===== src/rtl/dau_input_sequencer.sv =====
// dau_input_sequencer: ASCII byte -> DAU symbol mapper, digit-run limiter and
// show-ahead symbol FIFO feeding the DAU over a valid/ready handshake.
module dau_input_sequencer #(
  parameter int unsigned DEPTH      = 16,
  parameter int unsigned MAX_DIGITS = 8
) (
  input  logic                     i_clk,
  input  logic                     i_rst,
  input  logic [7:0]               i_char,
  input  logic                     i_char_valid,
  input  logic                     i_flush,
  output logic [4:0]               o_symbol,
  output logic                     o_sym_valid,
  input  logic                     i_dau_ready,
  output logic [$clog2(DEPTH):0]   o_count,
  output logic                     o_invalid,
  output logic                     o_digit_drop,
  output logic                     o_overflow
);

  localparam int unsigned AW = $clog2(DEPTH);

  localparam logic [4:0]  SYM_ENTER   = 5'h0D;
  localparam logic [4:0]  SYM_PLUS    = 5'h1B;
  localparam logic [4:0]  SYM_COMMA   = 5'h1C;
  localparam logic [4:0]  SYM_MINUS   = 5'h1D;
  localparam logic [4:0]  SYM_INVALID = 5'h1F;

  localparam logic [AW:0] FULL_CNT    = (AW+1)'(DEPTH);
  localparam logic [7:0]  MAXD        = 8'(MAX_DIGITS);

  typedef enum logic [1:0] {
    S_IDLE,
    S_NUM,
    S_SAT
  } state_t;

  state_t          r_state;
  state_t          w_state_next;
  logic [7:0]      r_cnt;
  logic [7:0]      w_cnt_next;
  logic [7:0]      w_cnt_inc;

  logic [4:0]      r_mem [DEPTH];
  logic [AW-1:0]   r_wr_ptr;
  logic [AW-1:0]   r_rd_ptr;
  logic [AW:0]     r_count;

  logic            r_invalid;
  logic            r_digit_drop;
  logic            r_overflow;

  logic [4:0]      w_sym;
  logic            w_is_digit;
  logic            w_is_invalid;
  logic            w_accept;
  logic            w_push_req;
  logic            w_drop_digit;
  logic            w_full;
  logic            w_empty;
  logic            w_pop;
  logic            w_push;
  logic            w_ovf_event;

  // ASCII to DAU symbol mapping
  always_comb begin
    w_sym      = SYM_INVALID;
    w_is_digit = 1'b0;
    if (i_char >= 8'h30 && i_char <= 8'h39) begin
      w_sym      = {1'b1, i_char[3:0]};
      w_is_digit = 1'b1;
    end else begin
      case (i_char)
        8'h0D:   w_sym = SYM_ENTER;
        8'h2B:   w_sym = SYM_PLUS;
        8'h2C:   w_sym = SYM_COMMA;
        8'h2D:   w_sym = SYM_MINUS;
        default: w_sym = SYM_INVALID;
      endcase
    end
    w_is_invalid = (w_sym == SYM_INVALID);
  end

  assign w_accept  = i_char_valid && !w_is_invalid;
  assign w_cnt_inc = r_cnt + 8'd1;

  // Digit-run FSM: next state, run counter, push/drop decisions
  always_comb begin
    w_state_next = r_state;
    w_cnt_next   = r_cnt;
    w_push_req   = 1'b0;
    w_drop_digit = 1'b0;
    if (w_accept) begin
      case (r_state)
        S_IDLE: begin
          w_push_req = 1'b1;
          if (w_is_digit) begin
            w_cnt_next   = 8'd1;
            w_state_next = (MAXD == 8'd1) ? S_SAT : S_NUM;
          end else begin
            w_cnt_next   = '0;
          end
        end
        S_NUM: begin
          w_push_req = 1'b1;
          if (w_is_digit) begin
            w_cnt_next = w_cnt_inc;
            if (w_cnt_inc == MAXD) w_state_next = S_SAT;
          end else begin
            w_cnt_next   = '0;
            w_state_next = S_IDLE;
          end
        end
        S_SAT: begin
          if (w_is_digit) begin
            w_drop_digit = 1'b1;
          end else begin
            w_push_req   = 1'b1;
            w_cnt_next   = '0;
            w_state_next = S_IDLE;
          end
        end
        default: begin
          w_state_next = S_IDLE;
          w_cnt_next   = '0;
        end
      endcase
    end
  end

  assign w_full      = (r_count == FULL_CNT);
  assign w_empty     = (r_count == '0);
  assign w_pop       = !w_empty && i_dau_ready;
  // A full FIFO still takes a push when the head leaves in the same cycle.
  assign w_push      = w_push_req && (!w_full || w_pop);
  assign w_ovf_event = w_push_req && w_full && !w_pop;

  // FSM state and run counter
  always_ff @(posedge i_clk) begin
    if (i_rst || i_flush) begin
      r_state <= S_IDLE;
      r_cnt   <= '0;
    end else begin
      r_state <= w_state_next;
      r_cnt   <= w_cnt_next;
    end
  end

  // FIFO pointers and occupancy
  always_ff @(posedge i_clk) begin
    if (i_rst || i_flush) begin
      r_wr_ptr <= '0;
      r_rd_ptr <= '0;
      r_count  <= '0;
    end else begin
      if (w_push) r_wr_ptr <= r_wr_ptr + AW'(1);
      if (w_pop)  r_rd_ptr <= r_rd_ptr + AW'(1);
      if (w_push && !w_pop)      r_count <= r_count + (AW+1)'(1);
      else if (w_pop && !w_push) r_count <= r_count - (AW+1)'(1);
    end
  end

  // FIFO storage
  always_ff @(posedge i_clk) begin
    if (!i_rst && !i_flush && w_push) r_mem[r_wr_ptr] <= w_sym;
  end

  // Status pulses and sticky overflow
  always_ff @(posedge i_clk) begin
    if (i_rst || i_flush) begin
      r_invalid    <= 1'b0;
      r_digit_drop <= 1'b0;
      r_overflow   <= 1'b0;
    end else begin
      r_invalid    <= i_char_valid && w_is_invalid;
      r_digit_drop <= w_drop_digit;
      if (w_ovf_event) r_overflow <= 1'b1;
    end
  end

  assign o_symbol     = w_empty ? SYM_INVALID : r_mem[r_rd_ptr];
  assign o_sym_valid  = !w_empty;
  assign o_count      = r_count;
  assign o_invalid    = r_invalid;
  assign o_digit_drop = r_digit_drop;
  assign o_overflow   = r_overflow;

endmodule


===== config.mk =====
export PLATFORM = sky130hd
export DESIGN_NAME = dau_input_sequencer
export DESIGN_NICKNAME = d
export VERILOG_FILES = /design/src/rtl/dau_input_sequencer.sv
export SDC_FILE = /design/constraint.sdc
export NUM_CORES = 1
export LEC_CHECK = 0
export CELL_PAD_IN_SITES_DETAIL_PLACEMENT = 2
export CELL_PAD_IN_SITES_GLOBAL_PLACEMENT = 2
export CORE_ASPECT_RATIO = 1.2
export CORE_UTILIZATION = 39
export CTS_CLUSTER_DIAMETER = 100
export DETAILED_ROUTE_END_ITERATION = 12
export PLACE_DENSITY_LB_ADDON = 0.1
export SYNTH_ARGS = -nofsm -noshare
export SYNTH_HDL_FRONTEND = slang
export SYNTH_SLANG_ARGS = --single-unit

===== constraint.sdc =====
create_clock -name i_clk -period 3.4 [get_ports i_clk]
set_input_delay 0.68 -clock i_clk [delete_from_list [all_inputs] [get_ports i_clk]]
set_output_delay 0.68 -clock i_clk [all_outputs]
set_load 0.05 [all_outputs]

==> metrics.yaml <==
fp.dieH_um: 124
clock_latency_ns: 0.35
antenna_found_initial: 0
die_x_um: 104
ys_seq_area_share_pct: 61.9
relSlewSlack_pct: 50.2
finClkSkew_ns: 0.00955
via_per_inst: 5.43
worstMarginPinSlew_ns: 0.747
dr.pass1.iters: 4
rr_worst_depth: 12
grtUsageTotal_pct: 20.1
drive_gt1_share_pct: 22.3
final_antenna_net_count: 0
initial_utilization_pct: 40.0
ys_top_cells_by_area: "edfxtp_1 (50%), dfxtp_1 (12%), mux4_2 (9.3%), ha_1 (2.8%), mux2i_1 (2.5%)"
timing.final.crit_share_pct: 96.6
synth_ff_type: "edfxtp_1"
fin_crit_ns: 3.28
num_vias: 3047
drt_iter0_markers: 84
start_kind: "input port"
rows: 44
wl_per_cell_um: 21.8
n_fill_cell: 1179
antenna_cells: 0
critical_path_class: "in2reg"
status: "finished, final reports clean"
synth_top_cell_by_area: "edfxtp_1"
synth_common_cells: "edfxtp_1 (80), dfxtp_1 (30), nor2_1 (22), mux4_2 (20), nand3_1 (16)"
synthCells: 342
min_from: "o_overflow"
synth.top_cell.area_share_pct: 49.5
rsz0062_at_grt: "false"
ctsLongestPathBuffers: 2
dieArea_mm2: 0.0129
tns_ns: 0
cts_tree: "done"
power_density_mw_per_mm2: 470
holdPathStages: 2
holdCritPathClass: "reg2reg"
netlist_area_mm2: 0.00485
grt_pass1_vias: 3302
ys_ff_latch: 110
htree_levels: 3
hold_ws_ns: 0.501
synth_edf_count: 80
ff2ff_setup_slack_ns: 0.30
ir_drop_mv: 0.224
coreArea_mm2: 0.0121
area_growth_pct: 19.3
critPathMaxFanout: 4
overflow: 0
hold_end: "o_overflow"
ys_types: 51
worstPathArrival_ns: 3.52
gp_congestion: 0.772
cts_buffers: 9
syn_nets: 367
portBuffers: 26
synth_warnings: 0
worst_setup_path_end_kind: "register"
slew_violations: 0
clkSlewWorstSetupHoldPaths_ns: 0.07
p_leak_nw: 2.06
grt_max_degree: 21
synth_async_sr_flop_share_pct: 0
critical_path_required_ns: 3.63
io_pins: 27
syn_avg_cell_area_um2: 14.2
setup_viol: 0
routed_wl_um: 12200
drv_cap: 0
place_ws_ns: -0.462
post-route-util_pct: 47.8
hold_viol_final: 0
r2r_start: "o_count[0]"
dpl.hpwl_um: 8910
synth.most_common_cell: "edfxtp_1"
grt_pass1_wl_um: 18800
cts_sinks: 110
max_freq_mhz: 304
drc: 0
cts_root_buf: "clkbuf_16"
cts_hold_buf: 0
fin_nets: 421
place_area_mm2: 0.00546
reg2reg_to: "o_count[4]"
fin_ws_ns: 0.115
fin_area_mm2: 0.00579
-- timing repair --
item	in CTS	in global routing
setup buffers	2	2
gates resized for setup	8	4
pin swaps	5	2
setup endpoints to repair	1	1
-- flip-flops by register name (all words and copies together) (netlist names), named ones only --
name          flops
o_count           5
r_mem            80
o_digit_drop      1
r_cnt             8
r_rd_ptr          4
r_state           2
r_wr_ptr          4
o_invalid         1
o_overflow        1
-- report_power, final --
part           internal [mW]  switching (mW)
logic                  0.105           0.170
registers               1.43         0.00592
clock network          0.509           0.505
-- cell families after synthesis --
| family | Yosys count | synth area share, % |
|---|---|---|
| AO/OA/AOI/OAI | 48 | 6.58 |
| AND/OR/NAND/NOR | 113 | 13.6 |
| buffers and inverters | 22 | 1.99 |
| flip-flops | 110 | 61.9 |
| multiplexers | 32 | 11.8 |
| adder cells (fa/ha/maj) | 12 | 3.25 |
| XOR/XNOR | 5 | 0.903 |
-- critical path, stage by stage --
cell             delay (ns)
clkdlybuf4s50_1        0.42
and4bb_2               0.28
a32o_2                 0.25
o21ai_2                0.19
nor2_4                 0.07
ha_4                   0.16
inv_2                  0.06
ha_1                   0.23
nor2b_1                0.14
o21a_1                 0.18
or4_4                  0.42
and4_1                 0.16
or2_2                  0.28
-- final cells by class --
class / count / area, um^2 / share of cell area [%]
Clock buffer: 9 / 225 / 3.89
Clock inverter: 6 / 56.3 / 0.973
Inverter: 8 / 30.0 / 0.519
Multi-Input combinational cell: 210 / 1790 / 31.0
Sequential cell: 110 / 3000 / 51.9
Tap cell: 161 / 201 / 3.48
Timing Repair Buffer: 57 / 480 / 8.30
-- per-layer routing --
layer	up-vias	GRT usage (%)	share of wire [%]
met5	-	0	0
met4	0	8.21	2.1
met3	15	2.83	1.4
met2	31	38.6	55
met1	1564	22.5	41
li1	1437	-	-
-- layout by cell type, fill, tap and decap left out, types with 3 or more instances in the layout --
cell	Yosys	layout
a21o_1	4	4
a21oi_1	11	10
a22oi_1	5	5
and2_1	14	14
and3_1	7	7
buf_4	0	36
clkbuf_16	0	9
clkdlybuf4s50_1	0	15
dfxtp_1	30	30
dlygate4sd2_1	0	4
edfxtp_1	80	80
ha_1	11	10
inv_1	8	7
mux2i_1	12	12
mux4_2	20	20
nand2_1	14	14
nand3_1	16	16
nand4_1	3	3
nor2_1	22	21
nor2b_1	4	3
nor3_1	6	6
nor4_2	3	3
o211ai_1	5	5
o21ai_0	7	7
o31ai_1	4	4
or3_1	3	3
xor2_1	4	4
-- per-stage QoR --
| step | power [mW] | instances |
|---|---|---|
| floorplan | 1.63 | 342 |
| global placement | 1.73 | 542 |
| detailed placement | 1.74 | 542 |
| CTS | 2.75 | 559 |
| global route | 2.81 | 561 |
| finish | 2.72 | 561 |
-- worst max-delay path by stage --
stage / start / to / slack, ns / depth (start not counted)
final: i_char[5] / o_count[4] / 0.12 / 13
after global routing: i_char[5] / o_count[4] / 0.01 / 13
after CTS: i_char[1] / o_count[4] / 0.008 / 13
after detailed placement: i_char[6] / o_count[4] / -0.46 / 13
after global placement: i_char[6] / o_count[4] / -0.34 / 13
after floorplan: i_char[6] / o_count[4] / 0.006 / 13
No activity file was read; power rests on OpenSTA's default activity.
